### src/rtl/mem_access_if.sv
// Byte-wide synchronous RAM port between the memory-access stage and its RAM.
interface mem_access_if #(
   parameter int unsigned ADDR_WIDTH = 32
);
   logic [ADDR_WIDTH-1:0] ram_addr_o;
   logic                  ram_wr_o;
   logic [7:0]            ram_dout_o;
   logic [7:0]            ram_din_i;

   modport master (output ram_addr_o, output ram_wr_o, output ram_dout_o, input ram_din_i);
   modport slave  (input ram_addr_o, input ram_wr_o, input ram_dout_o, output ram_din_i);
endinterface

### src/rtl/mem_access.sv
// Memory-access stage: serialises B/H/W loads and stores onto an 8-bit RAM port,
// stalls upstream while busy and returns extended load data toward write-back.
module mem_access #(
   parameter int unsigned ADDR_WIDTH = 32
) (
   input  logic                clk,
   input  logic                rst_n,
   input  logic                load_enable_i,
   input  logic                store_enable_i,
   input  logic [31:0]         load_store_addr_i,
   input  logic [2:0]          funct3_i,
   input  logic [31:0]         store_data_i,
   input  logic [31:0]         rd_data_i,
   input  logic [4:0]          rd_addr_i,
   input  logic                rd_write_enable_i,
   output logic [31:0]         rd_data_o,
   output logic [4:0]          rd_addr_o,
   output logic                rd_write_enable_o,
   output logic                stall_req_o,
   mem_access_if.master        ram
);

   typedef enum logic [1:0] {S_IDLE, S_LOAD, S_STORE, S_DONE} state_e;

   state_e      state_q, state_d;
   logic [2:0]  cnt_q, cnt_d;
   logic [2:0]  size_q, size_d;
   logic [31:0] addr_q, addr_d;
   logic [31:0] sdata_q, sdata_d;
   logic [31:0] ldata_q, ldata_d;
   logic        zext_q, zext_d;
   logic        store_q, store_d;
   logic [4:0]  rd_addr_q, rd_addr_d;
   logic        rd_we_q, rd_we_d;

   logic                  req;
   logic [31:0]           byte_addr;
   logic [31:0]           load_ext;
   logic [ADDR_WIDTH-1:0] ram_addr;
   logic                  ram_wr;
   logic [7:0]            ram_dout;

   // Accept term is gated by rst_n so no stall is requested while held in reset.
   assign req       = (load_enable_i | store_enable_i) & rst_n;
   assign byte_addr = addr_q + {29'd0, cnt_q};

   always_comb begin
      load_ext = ldata_q;
      unique case (size_q)
         3'd1:    load_ext = zext_q ? {24'd0, ldata_q[7:0]}  : {{24{ldata_q[7]}}, ldata_q[7:0]};
         3'd2:    load_ext = zext_q ? {16'd0, ldata_q[15:0]} : {{16{ldata_q[15]}}, ldata_q[15:0]};
         default: load_ext = ldata_q;
      endcase
   end

   always_ff @(posedge clk or negedge rst_n) begin
      if (!rst_n) begin
         state_q   <= S_IDLE;
         cnt_q     <= '0;
         size_q    <= '0;
         addr_q    <= '0;
         sdata_q   <= '0;
         ldata_q   <= '0;
         zext_q    <= 1'b0;
         store_q   <= 1'b0;
         rd_addr_q <= '0;
         rd_we_q   <= 1'b0;
      end else begin
         state_q   <= state_d;
         cnt_q     <= cnt_d;
         size_q    <= size_d;
         addr_q    <= addr_d;
         sdata_q   <= sdata_d;
         ldata_q   <= ldata_d;
         zext_q    <= zext_d;
         store_q   <= store_d;
         rd_addr_q <= rd_addr_d;
         rd_we_q   <= rd_we_d;
      end
   end

   always_comb begin
      state_d           = state_q;
      cnt_d             = cnt_q;
      size_d            = size_q;
      addr_d            = addr_q;
      sdata_d           = sdata_q;
      ldata_d           = ldata_q;
      zext_d            = zext_q;
      store_d           = store_q;
      rd_addr_d         = rd_addr_q;
      rd_we_d           = rd_we_q;
      ram_addr          = '0;
      ram_wr            = 1'b0;
      ram_dout          = '0;
      stall_req_o       = 1'b0;
      rd_data_o         = '0;
      rd_addr_o         = '0;
      rd_write_enable_o = 1'b0;

      unique case (state_q)
         S_IDLE: begin
            if (req) begin
               stall_req_o = 1'b1;
               addr_d      = load_store_addr_i;
               sdata_d     = store_data_i;
               zext_d      = funct3_i[2];
               size_d      = funct3_i[1] ? 3'd4 : (funct3_i[0] ? 3'd2 : 3'd1);
               store_d     = store_enable_i;
               rd_addr_d   = rd_addr_i;
               rd_we_d     = rd_write_enable_i;
               ldata_d     = '0;
               cnt_d       = '0;
               state_d     = store_enable_i ? S_STORE : S_LOAD;
            end else begin
               rd_data_o         = rd_data_i;
               rd_addr_o         = rd_addr_i;
               rd_write_enable_o = rd_write_enable_i;
            end
         end
         S_STORE: begin
            stall_req_o = 1'b1;
            ram_addr    = byte_addr[ADDR_WIDTH-1:0];
            ram_wr      = 1'b1;
            ram_dout    = sdata_q[{cnt_q[1:0], 3'b000} +: 8];
            if (cnt_q == size_q - 3'd1) begin
               cnt_d   = '0;
               state_d = S_DONE;
            end else begin
               cnt_d = cnt_q + 3'd1;
            end
         end
         S_LOAD: begin
            stall_req_o = 1'b1;
            if (cnt_q < size_q) ram_addr = byte_addr[ADDR_WIDTH-1:0];
            // Data for byte k-1 arrives while byte k is being addressed.
            for (int unsigned i = 0; i < 4; i++) begin
               if ({29'd0, cnt_q} == i + 1) ldata_d[8*i +: 8] = ram.ram_din_i;
            end
            if (cnt_q == size_q) begin
               cnt_d   = '0;
               state_d = S_DONE;
            end else begin
               cnt_d = cnt_q + 3'd1;
            end
         end
         S_DONE: begin
            if (!store_q) begin
               rd_data_o         = load_ext;
               rd_addr_o         = rd_addr_q;
               rd_write_enable_o = rd_we_q;
            end
            state_d = S_IDLE;
         end
         default: state_d = S_IDLE;
      endcase
   end

   assign ram.ram_addr_o = ram_addr;
   assign ram.ram_wr_o   = ram_wr;
   assign ram.ram_dout_o = ram_dout;

endmodule

### src/flat_wrapper.sv
// flat-port wrapper written by rule: the top's interface ports become plain ports
module mem_access_flat 
#(
   parameter int unsigned ADDR_WIDTH = 32
)
  (clk, rst_n, load_enable_i, store_enable_i, load_store_addr_i, funct3_i, store_data_i, rd_data_i, rd_addr_i, rd_write_enable_i, rd_data_o, rd_addr_o, rd_write_enable_o, stall_req_o, ram_ram_addr_o, ram_ram_wr_o, ram_ram_dout_o, ram_ram_din_i);
  mem_access_if #(.ADDR_WIDTH(ADDR_WIDTH)) ram_i ();
  input  logic clk;
  input  logic rst_n;
  input  logic load_enable_i;
  input  logic store_enable_i;
  input  logic [31:0] load_store_addr_i;
  input  logic [2:0] funct3_i;
  input  logic [31:0] store_data_i;
  input  logic [31:0] rd_data_i;
  input  logic [4:0] rd_addr_i;
  input  logic rd_write_enable_i;
  output logic [31:0] rd_data_o;
  output logic [4:0] rd_addr_o;
  output logic rd_write_enable_o;
  output logic stall_req_o;
  output wire logic [$bits(ram_i.ram_addr_o)-1:0] ram_ram_addr_o;
  output wire logic [$bits(ram_i.ram_wr_o)-1:0] ram_ram_wr_o;
  output wire logic [$bits(ram_i.ram_dout_o)-1:0] ram_ram_dout_o;
  input wire logic [$bits(ram_i.ram_din_i)-1:0] ram_ram_din_i;
  assign ram_ram_addr_o = ram_i.ram_addr_o;
  assign ram_ram_wr_o = ram_i.ram_wr_o;
  assign ram_ram_dout_o = ram_i.ram_dout_o;
  assign ram_i.ram_din_i = ram_ram_din_i;
  mem_access #(.ADDR_WIDTH(ADDR_WIDTH)) u_core (.clk(clk), .rst_n(rst_n), .load_enable_i(load_enable_i), .store_enable_i(store_enable_i), .load_store_addr_i(load_store_addr_i), .funct3_i(funct3_i), .store_data_i(store_data_i), .rd_data_i(rd_data_i), .rd_addr_i(rd_addr_i), .rd_write_enable_i(rd_write_enable_i), .rd_data_o(rd_data_o), .rd_addr_o(rd_addr_o), .rd_write_enable_o(rd_write_enable_o), .stall_req_o(stall_req_o), .ram(ram_i));
endmodule
### config.mk
export PLATFORM = sky130hd
export DESIGN_NAME = mem_access_flat
export DESIGN_NICKNAME = d
export VERILOG_FILES = /design/src/rtl/mem_access_if.sv /design/src/rtl/mem_access.sv /design/src/flat_wrapper.sv
export SDC_FILE = /design/constraint.sdc
export NUM_CORES = 1
export LEC_CHECK = 0
export CORE_UTILIZATION = 51
export CTS_CLUSTER_DIAMETER = 200
export CTS_CLUSTER_SIZE = 40
export DETAILED_ROUTE_END_ITERATION = 10
export PLACE_DENSITY = 0.95
export SLEW_MARGIN = 20
export SYNTH_ARGS = -nofsm -noshare
export SYNTH_HDL_FRONTEND = slang
export SYNTH_SLANG_ARGS = --single-unit
export TNS_END_PERCENT = 100
### constraint.sdc
create_clock -name clk -period 7.44 [get_ports clk]
set_clock_uncertainty 0.1 [all_clocks]
set_input_delay 1.488 -clock clk [delete_from_list [all_inputs] [get_ports clk]]
set_output_delay 1.488 -clock clk [all_outputs]
set_load 0.01 [all_outputs]
# Yosys cells after proc, flatten, opt, wreduce, memory -nomap -nowiden
# Index checks and enable logic that the tools add are counted.
[op_classes]
n_addsub = 3
order_cmp = 1
eq_ne = 18
n_shift = 1
muxes = 35
bitwise = 2
n_reduce_logical = 11
[op_table]
columns = ["operator", "count"]
rows = [
  ["one-hot mux 32 bit (2 select lines)", 4],
  ["2-to-1 mux 32 bit", 6],
  ["2-to-1 mux 8 bit", 5],
  ["adder 32 x 3 -> 32 bit", 1],
  ["variable part select 32 x 6 -> 8 bit", 1],
  ["AND reduction 3 bit", 5],
  ["inequality test 2 x 1 -> 1 bit (second input constant)", 7],
  ["2-to-1 mux 3 bit", 4],
  ["2-to-1 mux 2 bit", 5],
  ["2-to-1 mux 5 bit", 2],
  ["one-hot mux 5 bit (2 select lines)", 1],
  ["equality test 3 x 2 -> 1 bit (second input constant)", 3],
  ["one-hot mux 3 bit (3 select lines)", 1],
  ["one-hot mux 2 bit (4 select lines)", 1],
  ["equality test 3 x 1 -> 1 bit (second input constant)", 2],
  ["equality test 3 bit", 2],
  ["equality test 2 bit (second input constant)", 2],
  ["2-to-1 mux 1 bit", 4],
  ["one-hot mux 1 bit (2 select lines)", 2],
  ["AND reduction 2 bit", 2],
  ["adder 3 x 1 -> 3 bit (second input constant)", 1],
  ["equality test 3 bit (second input constant)", 1],
  ["< comparator 3 bit", 1],
  ["nonzero test 3 bit", 1],
  ["7 further kinds", 7],
]
[totals]
ff_bits = 112
out_inout_bits = 80

# Longest topological paths before layout
[depth]
depth_word = 4
mapped_depth = 9
depth_no_buf = 8

# Least setup slack after synthesis
# No wires, ideal clock.
[synth_timing]
kind = "input to output"
start = "input port load_enable_i"
end = "output port rd_data_o[17]"
t_arrival_ns = 2.609
t_required_ns = 5.852
setup_slack_ns = 3.243
cell_stages = 6
cell_sequence = "o21a_1 -> nor2_1 -> buf_2 -> clkbuf_1 -> nand2_1 -> a21oi_1"
[synth_via]
elab_chain_len = 4
[synth_rtl]
columns = ["item", "line", "text"]
rows = [
  ["start: declaration", "flat_wrapper.sv:10", "input logic load_enable_i;"],
  ["OR 1 bit", "mem_access.sv:44", "assign req = (load_enable_i | store_enable_i) & rst_n;"],
  ["AND 1 bit", "mem_access.sv:44", ""],
  ["2-to-1 mux 32 bit", "mem_access.sv:103", "if (req) begin"],
  ["one-hot mux 32 bit (2 select lines)", "mem_access.sv:101", "unique case (state_q)"],
  ["end: declaration", "flat_wrapper.sv:18", "output logic [31:0] rd_data_o;"],
]
# No other way between the ends.

# Final worst setup path
[layout_timing]
start = "register u_core.cnt_q[0]"
end = "output port ram_ram_addr_o[26]"
[layout_via]
elab_chain_len = 3
word_cells_on_any_way = 4
[layout_rtl]
columns = ["item", "line", "text"]
rows = [
  ["start: declaration", "mem_access.sv:26", "logic [2:0] cnt_q, cnt_d;"],
  ["start signal: assignment", "mem_access.sv:70", "cnt_q <= cnt_d;"],
  ["adder 32 x 3 -> 32 bit / < comparator 3 bit (equally long branches)", "mem_access.sv:45, mem_access.sv:135", ""],
  ["2-to-1 mux 32 bit", "mem_access.sv:135", "if (cnt_q < size_q) ram_addr = byte_addr[ADDR_WIDTH-1:0];"],
  ["one-hot mux 32 bit (2 select lines) (*)", "mem_access.sv:101", ""],
  ["end: declaration", "flat_wrapper.sv:22", "output wire logic [$bits(ram_i.ram_addr_o)-1:0] ram_ram_addr_o;"],
]
# Every way passes the cells marked *; elsewhere a longest branch is shown, timed or not.

==> metrics <==
gr ovfl total=0; DP Worst Slack=2360 ps; fin. max-slew vios=0; Synthesis Warnings=0; Longest Clk Path Bufs=2; register area=2800 µm²; Synth Area in Compound Gates=10.8%; xor/xnor share of the synthesized area=4.13%; via count=5327; # port buffers=196; first-pass GRT wire length=27300 µm; Worst setup EP type=output port; GR Util All Layers=27.2%; r2r worst-path depth=7; Synth Area in Simple Gates=14.0%; Crit Path Category=reg2out; Max Cap Viol=0; Min-Delay Path Class=reg2reg; Post-synth top flop=dfrtp_1; status=complete, no violations; DR vias/cell=5.67; post-synthesis register bit count=112; Post-Syn Nets=750; Cells after Synth=613; RSZ-0062 raised after global routing=false; clock transition at the registers of the reported paths=70 ps; FP Rows=40; Slowest-stage cell, CP=dfrtp_1; r2r setup slk=4550 ps; Worst Hold End=u_core.ldata_q[18]; total die area=12800 µm²; clock root cell=clkbuf_16; largest family of logic cells by synthesized area=multiplexers; sum of negative setup slack=0 ps; number of buffers created by CTS=9; dpl hpwl=12500 µm; die width=113 µm; adder-cell share of the synthesized area=4.09%; P_leak=0.00351 µW; Setup-failing EPs final=0; core area=12000 µm²; fraction of layout cells with a size suffix above 1=16.3%; Ant. Diodes=0; worst-path cell chain=ha_1, inv_1, fa_1, nor2b_1, o21ba_2, nand3_2, or3_1, a21oi_1, clkdlybuf4s50_1; area occupied by multi-input gates=3280 µm²; drt drc=0; # nets final=924; slowest stage delay, CP=820 ps; # IOs=197; Max-slew headroom=29.9%; CP startpoint kind=flop; mux contribution to synthesized area=18.9%; worst-path fanout max=14; Critical R2R Capture=u_core.ldata_q[19]; clock sink count=112; wire length per cell=17.9 µm; Area Overhead vs Synth=36.8%; Final Hold Fails=0; Worst Max-Slew Pin Slew=1050 ps; fin crit period=5440 ps; H-tree depth=3; Netlist cell types=46; EDFF count, synth=0; Avg Synthesized Cell Area=10.3 µm²; buffers inserted by post-CTS timing repair=0; Synth Cell Area=6300 µm²; clock tree from TritonCTS=yes; Max VDD drop=0.206 mV; sequential fraction of the synthesis area=44.5%; worst reg2reg startpoint=u_core.state_q[1]; PD cells=373 nW/µm²; DRT Pass-1 Iters=5; routability cong.=0.862; hold path depth=2; PnR worst setup slack=2000 ps; total wire length=16800 µm; Final Core Density=71.8%; largest net degree at the start of global routing=78; Post-CTS Resized=0; antenna violations before repair=0; FILL cells=859; initial core utilization=52.5%; vias in the first global route=5666; FMAX=184 MHz; Routed Antenna Nets=0; clk_lat worst skew=340 ps; Final period util=73.1%; Worst EP arrival=3850 ps; async set-reset flop share out of synthesis=100%; CP required=5850 ps; Hold Crit Start=u_core.ldata_q[18]; CTS Hold Bufs=0; 1st-iter DRT viols=298; Die Ht=113 µm
==> cell usage after synthesis, types with 2 or more instances <==
master	count	area, µm²
dfrtp_1	112	2800
mux2_2	88	991
nor2_1	62	233
nand2_1	53	199
o21ai_0	41	205
a21oi_1	38	190
clkbuf_1	24	90.1
xor2_1	22	193
and2_1	19	119
ha_1	19	238
inv_1	16	60.1
a22oi_1	15	113
nand3_1	12	60.1
buf_2	11	55.1
nand4_1	11	68.8
mux4_2	8	180
and3_1	6	37.5
a21o_1	5	37.5
nor2b_1	5	31.3
xnor2_1	5	43.8
and4_1	3	26.3
buf_4	3	22.5
nor3_1	3	15.0
or3_1	3	18.8
a21oi_2	2	17.5
mux2i_1	2	20.0
nand2b_1	2	12.5
o21a_1	2	15.0
o21ba_2	2	20.0
o22ai_1	2	12.5
o31ai_1	2	15.0
==> sequential cells by signal (all words and copies together), names as in the netlist <==
register	count
u_core.addr_q	32
u_core.ldata_q	32
u_core.sdata_q	32
u_core.rd_addr_q	5
u_core.cnt_q	3
u_core.size_q	3
u_core.state_q	2
u_core.rd_we_q	1
u_core.store_q	1
u_core.zext_q	1
==> area by class of cell <==
type,count,area share (%)
timing repair buffer,201,23.2
clock buffer,11,2.93
multi-input combinational,447,38.1
tap,147,2.13
clock inverter,5,0.522
sequential,112,32.5
inverter,16,0.696
==> power breakdown <==
part           total (µW)  internal [µW]  switching, µW
logic                1630            843            786
registers            1110            879            228
clock network         477            251            225
total                3210           1970           1240
==> placed cells by master (no fill, tap or decap), types with 2 or more instances in the layout <==
cell	Yosys	layout
clkbuf_16	0	9
mux4_2	8	8
o21a_1	2	2
nor2_1	62	61
nand2_1	53	53
xor2_1	22	22
a21oi_2	2	2
o31ai_1	2	2
dfrtp_1	112	112
inv_1	16	16
a21oi_1	38	38
nor2b_1	5	5
a22oi_1	15	15
buf_4	3	6
a21o_1	5	5
and2_1	19	19
nand4_1	11	11
xnor2_1	5	5
nand2b_1	2	2
or3_1	3	3
inv_6	0	2
and3_1	6	6
nor3_1	3	3
clkdlybuf4s50_1	0	195
ha_1	19	19
mux2_2	88	88
and4_1	3	3
o21ai_0	41	41
nand3_1	12	12
o21ba_2	2	2
mux2i_1	2	2
clkbuf_8	0	2
o22ai_1	2	2
==> metrics by stage <==
step	cells	hold WS [ps]	area, µm²	total power (µW)
3_3_place_gp	923	359	8320	2620
2_1_floorplan	613	345	6300	2080
4_1_cts	939	383	8620	3220
3_5_place_dp	923	367	8320	2730
5_1_grt	939	401	8620	3430
6_report	939	387	8620	3210
==> kinds of logic after synthesis <==
| kind of cell | count (synthesis) |
|---|---|
| DFF | 112 |
| xor gates and xnor gates | 28 |
| muxes | 98 |
| adders and majority gates | 20 |
| AOI/OAI and AO/OA | 115 |
| and+or+nand+nor | 186 |
| buffers and inverters | 54 |
==> critical path: cells and delay by family, from the launching register on <==
family	cells	cell delay [ps]
flops	1	820
simple gates	3	770
compound gates	2	500
fa+ha+maj	2	720
buf+inv	2	700
==> how the worst max path moves through the flow <==
stage	from	end	depth (start not counted)
floorplan	load_enable_i	rd_data_o[17]	6
detailed placement	store_enable_i	rd_data_o[4]	7
global route	u_core.cnt_q[0]	ram_ram_addr_o[26]	9
global placement	store_enable_i	rd_addr_o[0]	7
CTS	u_core.cnt_q[0]	ram_ram_addr_o[26]	9
finish	u_core.cnt_q[0]	ram_ram_addr_o[26]	9
==> metal layers <==
metal / vias to the layer above / global-route usage, % / routed length (µm)
li1: 2487 / - / -
met1: 2607 / 32.5 / 6700
met5: - / 0 / 0
met4: 0 / 11.8 / 613
met3: 49 / 4.66 / 748
met2: 184 / 48.5 / 8720
Note: power is estimated with default switching activity, not from simulation.
